<file path="config.mk">
export PLATFORM = sky130hd
export DESIGN_NAME = key_debounce_multi
export DESIGN_NICKNAME = d
export VERILOG_FILES = /design/src/rtl/key_debounce_multi_pkg.sv /design/src/rtl/key_debounce_multi_chan.sv /design/src/rtl/key_debounce_multi.sv
export SDC_FILE = /design/constraint.sdc
export NUM_CORES = 1
export LEC_CHECK = 0
export BUFFER_PORTS_ARGS = -buffer_cell sky130_fd_sc_hd__buf_2
export CAP_MARGIN = 20
export CORE_MARGIN = 2
export CORE_UTILIZATION = 50
export CTS_BUF_LIST = sky130_fd_sc_hd__clkbuf_2
export DETAILED_ROUTE_END_ITERATION = 16
export PLACE_DENSITY = 0.67
export SYNTH_ARGS = -nofsm -noshare
export SYNTH_HDL_FRONTEND = slang
export SYNTH_SLANG_ARGS = --single-unit
</file>
<file path="constraint.sdc">
create_clock -name clk -period 2.67 [get_ports clk]
set_input_delay 0.267 -clock clk [delete_from_list [all_inputs] [get_ports clk]]
set_output_delay 0.267 -clock clk [all_outputs]
set_load 0.02 [all_outputs]
</file>
<file path="src/rtl/key_debounce_multi_pkg.sv">
// Shared types and helpers for the multi-channel key debouncer.
// Defining KEY_DEBOUNCE_MULTI_LONG_PRESS_EN adds long-press/auto-repeat pulses.
package key_pkg;

   typedef enum logic [1:0] {
      IDLE,
      PRESS_WAIT,
      PRESSED,
      RELEASE_WAIT
   } key_state_t;

   localparam logic KEY_PRESSED = 1'b0;

   // A counter holding values 0..n-1 needs at least one bit, even for tiny n.
   function automatic int cnt_width(input int n);
      return (n <= 2) ? 1 : $clog2(n);
   endfunction

endpackage

</file>
<file path="src/rtl/key_debounce_multi_chan.sv">
// One debounced key channel: synchroniser, filter FSM, level and event pulses.
// Long-press/repeat logic exists only with KEY_DEBOUNCE_MULTI_LONG_PRESS_EN defined.
module key_deb_chan
   import key_pkg::*;
#(
   parameter int DEB_CYCLES    = 1_000_000,
   parameter int SYNC_STAGES   = 2,
   parameter int LONG_CYCLES   = 50_000_000,
   parameter int REPEAT_CYCLES = 10_000_000
) (
   input  logic clk,
   input  logic rst,
   input  logic key_n_i,
   output logic deb_key_n_o,
   output logic press_pulse_o,
   output logic release_pulse_o,
   output logic long_pulse_o
);

   localparam int CW = cnt_width(DEB_CYCLES);
   localparam logic [CW-1:0] CNT_LAST = CW'(DEB_CYCLES - 1);

   logic [SYNC_STAGES-1:0] sync_q;
   logic                   keyS;
   key_state_t             state_q, state_d;
   logic [CW-1:0]          cnt_q, cnt_d;
   logic                   deb_q, deb_d;
   logic                   press_q, press_d;
   logic                   release_q, release_d;

   assign keyS = sync_q[SYNC_STAGES-1];

   // Synchroniser, state and registered outputs share one reset.
   always_ff @(posedge clk) begin
      if (rst) begin
         sync_q    <= '1;
         state_q   <= IDLE;
         cnt_q     <= '0;
         deb_q     <= 1'b1;
         press_q   <= 1'b0;
         release_q <= 1'b0;
      end else begin
         sync_q    <= {sync_q[SYNC_STAGES-2:0], key_n_i};
         state_q   <= state_d;
         cnt_q     <= cnt_d;
         deb_q     <= deb_d;
         press_q   <= press_d;
         release_q <= release_d;
      end
   end

   // A level change is accepted only after DEB_CYCLES further stable samples.
   always_comb begin
      state_d   = state_q;
      cnt_d     = cnt_q;
      deb_d     = deb_q;
      press_d   = 1'b0;
      release_d = 1'b0;
      case (state_q)
         IDLE: begin
            if (keyS == KEY_PRESSED) begin
               state_d = PRESS_WAIT;
               cnt_d   = '0;
            end
         end
         PRESS_WAIT: begin
            if (keyS != KEY_PRESSED) begin
               state_d = IDLE;
               cnt_d   = '0;
            end else if (cnt_q == CNT_LAST) begin
               state_d = PRESSED;
               cnt_d   = '0;
               deb_d   = KEY_PRESSED;
               press_d = 1'b1;
            end else begin
               cnt_d = cnt_q + 1'b1;
            end
         end
         PRESSED: begin
            if (keyS != KEY_PRESSED) begin
               state_d = RELEASE_WAIT;
               cnt_d   = '0;
            end
         end
         RELEASE_WAIT: begin
            if (keyS == KEY_PRESSED) begin
               state_d = PRESSED;
               cnt_d   = '0;
            end else if (cnt_q == CNT_LAST) begin
               state_d   = IDLE;
               cnt_d     = '0;
               deb_d     = ~KEY_PRESSED;
               release_d = 1'b1;
            end else begin
               cnt_d = cnt_q + 1'b1;
            end
         end
         default: begin
            state_d = IDLE;
            cnt_d   = '0;
         end
      endcase
   end

   assign deb_key_n_o     = deb_q;
   assign press_pulse_o   = press_q;
   assign release_pulse_o = release_q;

`ifdef KEY_DEBOUNCE_MULTI_LONG_PRESS_EN
   localparam int HMAX = (LONG_CYCLES > REPEAT_CYCLES) ? LONG_CYCLES : REPEAT_CYCLES;
   localparam int HW   = cnt_width(HMAX + 1);

   logic [HW-1:0] holdCnt_q, holdCnt_d;
   logic          longDone_q, longDone_d;
   logic          long_q, long_d;

   always_ff @(posedge clk) begin
      if (rst) begin
         holdCnt_q  <= '0;
         longDone_q <= 1'b0;
         long_q     <= 1'b0;
      end else begin
         holdCnt_q  <= holdCnt_d;
         longDone_q <= longDone_d;
         long_q     <= long_d;
      end
   end

   // After the first long pulse the counter restarts to time the repeat interval;
   // it freezes during a release bounce so a bounce-back resumes the hold.
   always_comb begin
      holdCnt_d  = holdCnt_q;
      longDone_d = longDone_q;
      long_d     = 1'b0;
      if (state_q == IDLE || (state_q == PRESS_WAIT && state_d == PRESSED)) begin
         holdCnt_d  = '0;
         longDone_d = 1'b0;
      end else if (state_q == PRESSED && keyS == KEY_PRESSED) begin
         if (!longDone_q) begin
            if (holdCnt_q == HW'(LONG_CYCLES - 2)) begin
               long_d     = 1'b1;
               longDone_d = 1'b1;
               holdCnt_d  = '0;
            end else begin
               holdCnt_d = holdCnt_q + 1'b1;
            end
         end else if (REPEAT_CYCLES > 0) begin
            if (holdCnt_q == HW'(REPEAT_CYCLES - 1)) begin
               long_d    = 1'b1;
               holdCnt_d = '0;
            end else begin
               holdCnt_d = holdCnt_q + 1'b1;
            end
         end
      end
   end

   assign long_pulse_o = long_q;
`else
   assign long_pulse_o = 1'b0;
`endif

endmodule

</file>
<file path="src/rtl/key_debounce_multi.sv">
// N independent debounced key channels, all outputs in the clk domain.
// Optional long-press/repeat events: define KEY_DEBOUNCE_MULTI_LONG_PRESS_EN.
module key_debounce_multi
   import key_pkg::*;
#(
   parameter int NUM_KEYS      = 4,
   parameter int DEB_CYCLES    = 1_000_000,
   parameter int SYNC_STAGES   = 2,
   parameter int LONG_CYCLES   = 50_000_000,
   parameter int REPEAT_CYCLES = 10_000_000
) (
   input  logic                clk,
   input  logic                rst,
   input  logic [NUM_KEYS-1:0] key_n,
   output logic [NUM_KEYS-1:0] deb_key_n,
   output logic [NUM_KEYS-1:0] press_pulse,
   output logic [NUM_KEYS-1:0] release_pulse,
   output logic [NUM_KEYS-1:0] long_pulse
);

   for (genvar g = 0; g < NUM_KEYS; g++) begin : gChan
      key_deb_chan #(
         .DEB_CYCLES   (DEB_CYCLES),
         .SYNC_STAGES  (SYNC_STAGES),
         .LONG_CYCLES  (LONG_CYCLES),
         .REPEAT_CYCLES(REPEAT_CYCLES)
      ) uChan (
         .clk            (clk),
         .rst            (rst),
         .key_n_i        (key_n[g]),
         .deb_key_n_o    (deb_key_n[g]),
         .press_pulse_o  (press_pulse[g]),
         .release_pulse_o(release_pulse[g]),
         .long_pulse_o   (long_pulse[g])
      );
   end

endmodule

</file>
Word-level counts from Yosys, hierarchy flattened
Index checks and enable logic that the tools add are counted.
Widths: inputs -> output; s select.
{"block": "word_totals", "out_inout_bits": 16, "register_bits": 108, "inputBits": 6, "word_cells": 192}
{"block": "classes", "n_addsub": 4, "n_reduce_logical": 28, "n_bitwise": 12, "n_eq_ne": 48, "mux": 76}
{"cell": "$mux 20", "n": 20}
{"cell": "$pmux 20 s4", "n": 4}
{"cell": "$add 20x1->20 const B", "n": 4}
{"cell": "$eq 20x20->1 const B", "n": 4}
{"cell": "$mux 2", "n": 24}
{"cell": "$ne 2x1->1 const B", "n": 16}
{"cell": "$pmux 2 s4", "n": 4}
{"cell": "$reduce_or 3->1", "n": 8}
{"cell": "$mux 1", "n": 20}
{"cell": "$reduce_and 5->1", "n": 4}
{"cell": "$eq 2x2->1 const B", "n": 8}
{"cell": "$ne 2x2->1 const B", "n": 8}
{"cell": "$reduce_and 4->1", "n": 4}
{"cell": "$ne 3x1->1 const B", "n": 4}
{"cell": "$ne 3x3->1 const B", "n": 4}
{"cell": "$not 1->1", "n": 12}
{"cell": "$eq 2x1->1 const B", "n": 4}
{"cell": "$logic_not 2->1", "n": 4}
{"cell": "$pmux 1 s2", "n": 4}
{"cell": "$reduce_and 2->1", "n": 4}
{"cell": "$reduce_bool 2->1", "n": 4}

Logic depth before layout (Yosys ltp)
{"block": "depth", "depth_word": 4, "depth_mapped": 8, "mapped_depth_nobuf": 6}

Modules after synthesis
From an unflattened synthesis, not the netlist that was laid out.
{"block": "hier_totals", "hier_cells": 627, "hier_area_um2": 5385.2}
{"mod": "key_deb_chan at gChan[1].uChan ...", "cells_each": 155, "area_each_um2": 1318.8, "instances": 2}
{"mod": "key_deb_chan at gChan[3].uChan", "cells_each": 166, "area_each_um2": 1420.1, "instances": 1}
{"mod": "key_deb_chan at gChan[0].uChan", "cells_each": 151, "area_each_um2": 1327.5, "instances": 1}

Worst setup path after synthesis
OpenSTA, ideal clock, no wires.
{"block": "synth_timing", "kind": "register -> register", "from": "register gChan[3].uChan.cnt_q[0]", "to": "register gChan[3].uChan.cnt_q[18]", "path_slack_ps": 744, "stages_incl_launch_ff": 7, "period_less_slack_ps": 1926, "setup_ps": 79, "arrival_ps": 1848, "path_buffers": 0, "path_cell_list": "dfxtp_1 > ha_1 > nand3_2 > or2_2 > or3_1 > or3_1 > o211ai_1"}
{"block": "synth_between", "elab_chain_cells": 4}
{"item": "start, declared", "line_no": "key_debounce_multi_chan.sv:26", "source": "logic [CW-1:0] cnt_q, cnt_d;"}
{"item": "start signal, assigned", "line_no": "key_debounce_multi_chan.sv:45", "source": "cnt_q <= cnt_d;"}
{"item": "$add 20x1->20 / $eq 20x20->1 (equally long branches)"}
{"item": "$mux 20 (*)", "line_no": "key_debounce_multi_chan.sv:70, key_debounce_multi_chan.sv:89"}
{"item": "$mux 20 (on tied branches)", "line_no": "key_debounce_multi_chan.sv:86, key_debounce_multi_chan.sv:67"}
{"item": "$pmux 20 s4 (*)", "line_no": "key_debounce_multi_chan.sv:59", "source": "case (state_q)"}
Mark *: on every way between the ends. The rest lies on a longest branch, timed or not.
A chain may end at the register's enable or synchronous reset.

Final worst setup path
{"block": "layout_timing", "from": "register gChan[1].uChan.cnt_q[0]", "to": "register gChan[1].uChan.cnt_q[7]"}
{"block": "layout_between", "elab_chain_cells": 4}
{"item": "start, declared", "line_no": "key_debounce_multi_chan.sv:26"}
{"item": "start signal, assigned", "line_no": "key_debounce_multi_chan.sv:45"}
{"item": "$add 20x1->20 / $eq 20x20->1 (equally long branches)"}
{"item": "$mux 20 (*)", "line_no": "key_debounce_multi_chan.sv:70, key_debounce_multi_chan.sv:89"}
{"item": "$mux 20 (on tied branches)", "line_no": "key_debounce_multi_chan.sv:86, key_debounce_multi_chan.sv:67"}
{"item": "$pmux 20 s4 (*)", "line_no": "key_debounce_multi_chan.sv:59"}
Marks and branches as above.

==> results.py <==
metrics = {
    "outcome": {
        "status": "completed",
    },
    "worst_hold_path": {
        "min_path_type": "input port to flop",
        "min_path_cells": 2,
        "holdPathEnd": "gChan[1].uChan.cnt_q[0]",
        "hold_start": "rst",
    },
    "critical_path": {
        "path_cells": "ha_1 > nand2_1 > nor4_2 > a211oi_2 > buf_4 > o21ai_0 > a31oi_1",
        "path_buf_inv": 1,
        "critPathLaunchType": "flop",
        "rrSetupSlack_ps": 370,
        "worstReg2RegStart": "gChan[1].uChan.cnt_q[0]",
        "rr_worst_depth": 7,
        "cp_slowest_cell": "a211oi_2",
        "path_max_fanout": 18,
        "end_kind": "flop",
        "required_ps": 3210,
        "path_delay_family": "compound AO/OA/AOI/OAI gates",
        "crit_type": "flop to flop",
        "r2r_end": "gChan[1].uChan.cnt_q[7]",
        "worstPathArrival_ps": 2840,
        "cp_slowest_stage_delay_ps": 680,
    },
    "die": {
        "die_x_um": 107,
        "die_h_um": 107,
        "ios": 22,
        "initial_utilization_pct": 51.5,
        "rows": 37,
        "coreArea_sq_um": 10400,
        "dieArea_sq_um": 11500,
    },
    "final_layout": {
        "area_growth_pct": 5.71,
        "fin_nets": 646,
        "final_area_sq_um": 5650,
        "final_cell_mix": "108 x dfxtp_1, 70 x nand2_1, 45 x a31oi_1",
        "antenna_cells": 0,
        "drive_above_1_share_pct": 11.7,
        "utilization_pct": 54.5,
        "n_fill_cell": 1001,
        "layout_commonest_cell": "dfxtp_1",
    },
    "grt": {
        "grt_max_degree": 30,
        "grt_pass1_wl_mm": 19.2,
        "antenna_found_initial": 0,
        "grt_usage_pct": 20.2,
        "grt_pass1_vias": 4253,
        "gr-total-overflow": 0,
    },
    "detailed_routing": {
        "ant_nets": 0,
        "drt_iter0_drc": 221,
        "drt_wl_total_mm": 11.1,
        "wire_per_inst_um": 14.3,
        "drt_first_pass_iters": 4,
        "wl_met1_mm": 5.41,
        "dr_wl_met3_um": 460,
        "routed.top_layer": "met4",
        "via_per_inst": 5.87,
        "wl_met2_mm": 5.18,
        "drc": 0,
        "vias": 4559,
    },
    "placed_design": {
        "dp_hpwl_mm": 7.70,
        "port_buffers": 17,
        "place_area_sq_um": 5470,
        "place.gp.congestion": 0.849,
    },
    "synthesis": {
        "synth_cell_types": 58,
        "synth-edff-count": 0,
        "synth-seq-cells": 108,
        "syn_inst": 628,
        "synth_warnings": 0,
        "yosysSeqAreaShare_pct": 40.5,
        "netlist_area_sq_um": 5340,
        "synth_area_per_cell_sq_um": 8.51,
        "synthArstFlopShare_pct": 0,
        "synthFlopType": "dfxtp_1",
    },
    "sta": {
        "drv_slew": 0,
        "finalHoldViolations": 0,
        "setup_violations": 0,
        "fin_crit_ps": 2300,
        "worst_slew_pin_slew_ps": 812,
        "max_slew_margin_pct": 45.8,
        "hold_ws_ps": 114,
        "skew_ps": 18.7,
        "fin_crit_sh_pct": 86.3,
        "tns_ps": 0,
        "max_freq_mhz": 434,
        "rsz0062_at_grt": "no",
    },
    "power": {
        "finalPower_uw": 2630,
        "cellLeakagePower_uw": 0.00187,
        "ir_drop_mv": 0.276,
        "power_density_nw_per_um2": 465,
    },
    "cts": {
        "cts.sink_count": 108,
        "root_buffer": "clkbuf_2",
        "clkTransAtPathRegs_ps": 270,
        "clock_latency_ps": 580,
        "cts_tree": "built",
        "clk_path_buf_depth": 2,
        "cts_htree_levels": 3,
        "cts_made_buffers": 9,
        "cts_resized": 0,
    },
    "run": {
        "cap_viol_max_count": 0,
    },
}
metrics by stage:
step,setup WS (ps),instances
final,366,777
after floorplan,744,631
after global placement,483,757
after detailed placement,432,757
after CTS,379,777
after global routing,160,777
synth_stat cells, types with 3 or more instances:
master / count / share of area (%)
nor4_1: 10 / 1.2
buf_4: 18 / 2.5
inv_1: 13 / 0.91
or2_2: 10 / 1.2
a21oi_1: 39 / 3.7
and4_1: 6 / 0.98
nor2_1: 36 / 2.5
mux2i_1: 9 / 1.7
buf_2: 3 / 0.28
buf_6: 3 / 0.63
nor4_2: 6 / 1.4
ha_1: 4 / 0.94
dfxtp_1: 108 / 40
or3_1: 9 / 1.1
clkbuf_1: 13 / 0.91
and3b_1: 3 / 0.49
nand2_1: 70 / 4.9
a211oi_1: 10 / 1.4
nor3_1: 16 / 1.5
xnor2_1: 12 / 2.0
nand2b_1: 10 / 1.2
nand4_1: 18 / 2.1
a41oi_1: 10 / 1.6
o21ai_0: 24 / 2.2
xor2_1: 8 / 1.3
a22o_1: 11 / 1.8
a31oi_1: 45 / 5.3
a21o_1: 4 / 0.56
o211ai_1: 3 / 0.42
nand3_1: 34 / 3.2
buf_1: 3 / 0.21
and3_1: 14 / 1.6
or4b_1: 4 / 0.75
nand3b_1: 6 / 0.84
nand4b_1: 4 / 0.66
worst max path at each step:
stage	from	slack [ps]	cells after the start	end
floorplan	gChan[3].uChan.cnt_q[0]	740	6	gChan[3].uChan.cnt_q[18]
global placement	gChan[2].uChan.cnt_q[0]	480	6	gChan[2].uChan.cnt_q[4]
detailed placement	gChan[1].uChan.cnt_q[0]	430	7	gChan[1].uChan.cnt_q[7]
CTS	gChan[1].uChan.cnt_q[0]	380	7	gChan[1].uChan.cnt_q[7]
global route	gChan[1].uChan.cnt_q[0]	160	7	gChan[1].uChan.cnt_q[14]
finish	gChan[1].uChan.cnt_q[0]	370	7	gChan[1].uChan.cnt_q[7]
report_power, final:
group / internal [uW] / switching [uW]
Sequential: 1640 / 17.1
Clock: 303 / 540
Combinational: 47.8 / 83.9
Total: 1990 / 641
layer usage:
metal / up-vias / global-route usage (%)
li1: 2346 / -
met1: 2125 / 26.0
met3: 2 / 4.00
met4: 0 / 5.95
met2: 86 / 34.5
met5: - / 0
state kept, by name, summed over array words and instances (netlist names), named ones only:
register	cells
gChan.uChan.cnt_q	80
gChan.uChan.sync_q	8
gChan.uChan.deb_key_n_o	4
gChan.uChan.press_pulse_o	4
gChan.uChan.release_pulse_o	4
gChan.uChan.state_q	4
logic make-up after synthesis:
| kind of cell | count (synthesis) | share of synthesized area (%) |
|---|---|---|
| compound gates | 155 | 18.4 |
| simple gates | 278 | 29.6 |
| mux | 9 | 1.69 |
| fa+ha+maj | 4 | 0.937 |
| other cells | 1 | 0.0702 |
| flops | 108 | 40.5 |
| buf+inv | 53 | 5.48 |
| xor+xnor | 20 | 3.28 |
worst register-to-register path: stages (launching register included):
cell	delay [ps]
dfxtp_1	430
ha_1	300
nand2_1	140
nor4_2	80
a211oi_2	680
buf_4	350
o21ai_0	130
a31oi_1	160
repair_timing:
| item | in CTS | in global routing |
|---|---|---|
| buffers inserted | 0 | 0 |
| endpoints found under the hold margin | 4 | 0 |
| hold buffers | 4 | 0 |
cell type report:
class	instances	area, sq um	area share, %
Multi-Input combinational cell	470	2910	51.5
Sequential cell	108	2160	38.3
Timing Repair Buffer	34	223	3.94
Tap cell	136	170	3.01
Clock inverter	7	91.3	1.62
Inverter	13	48.8	0.864
Clock buffer	9	45.0	0.797
Power figures use the tool's default switching activity.
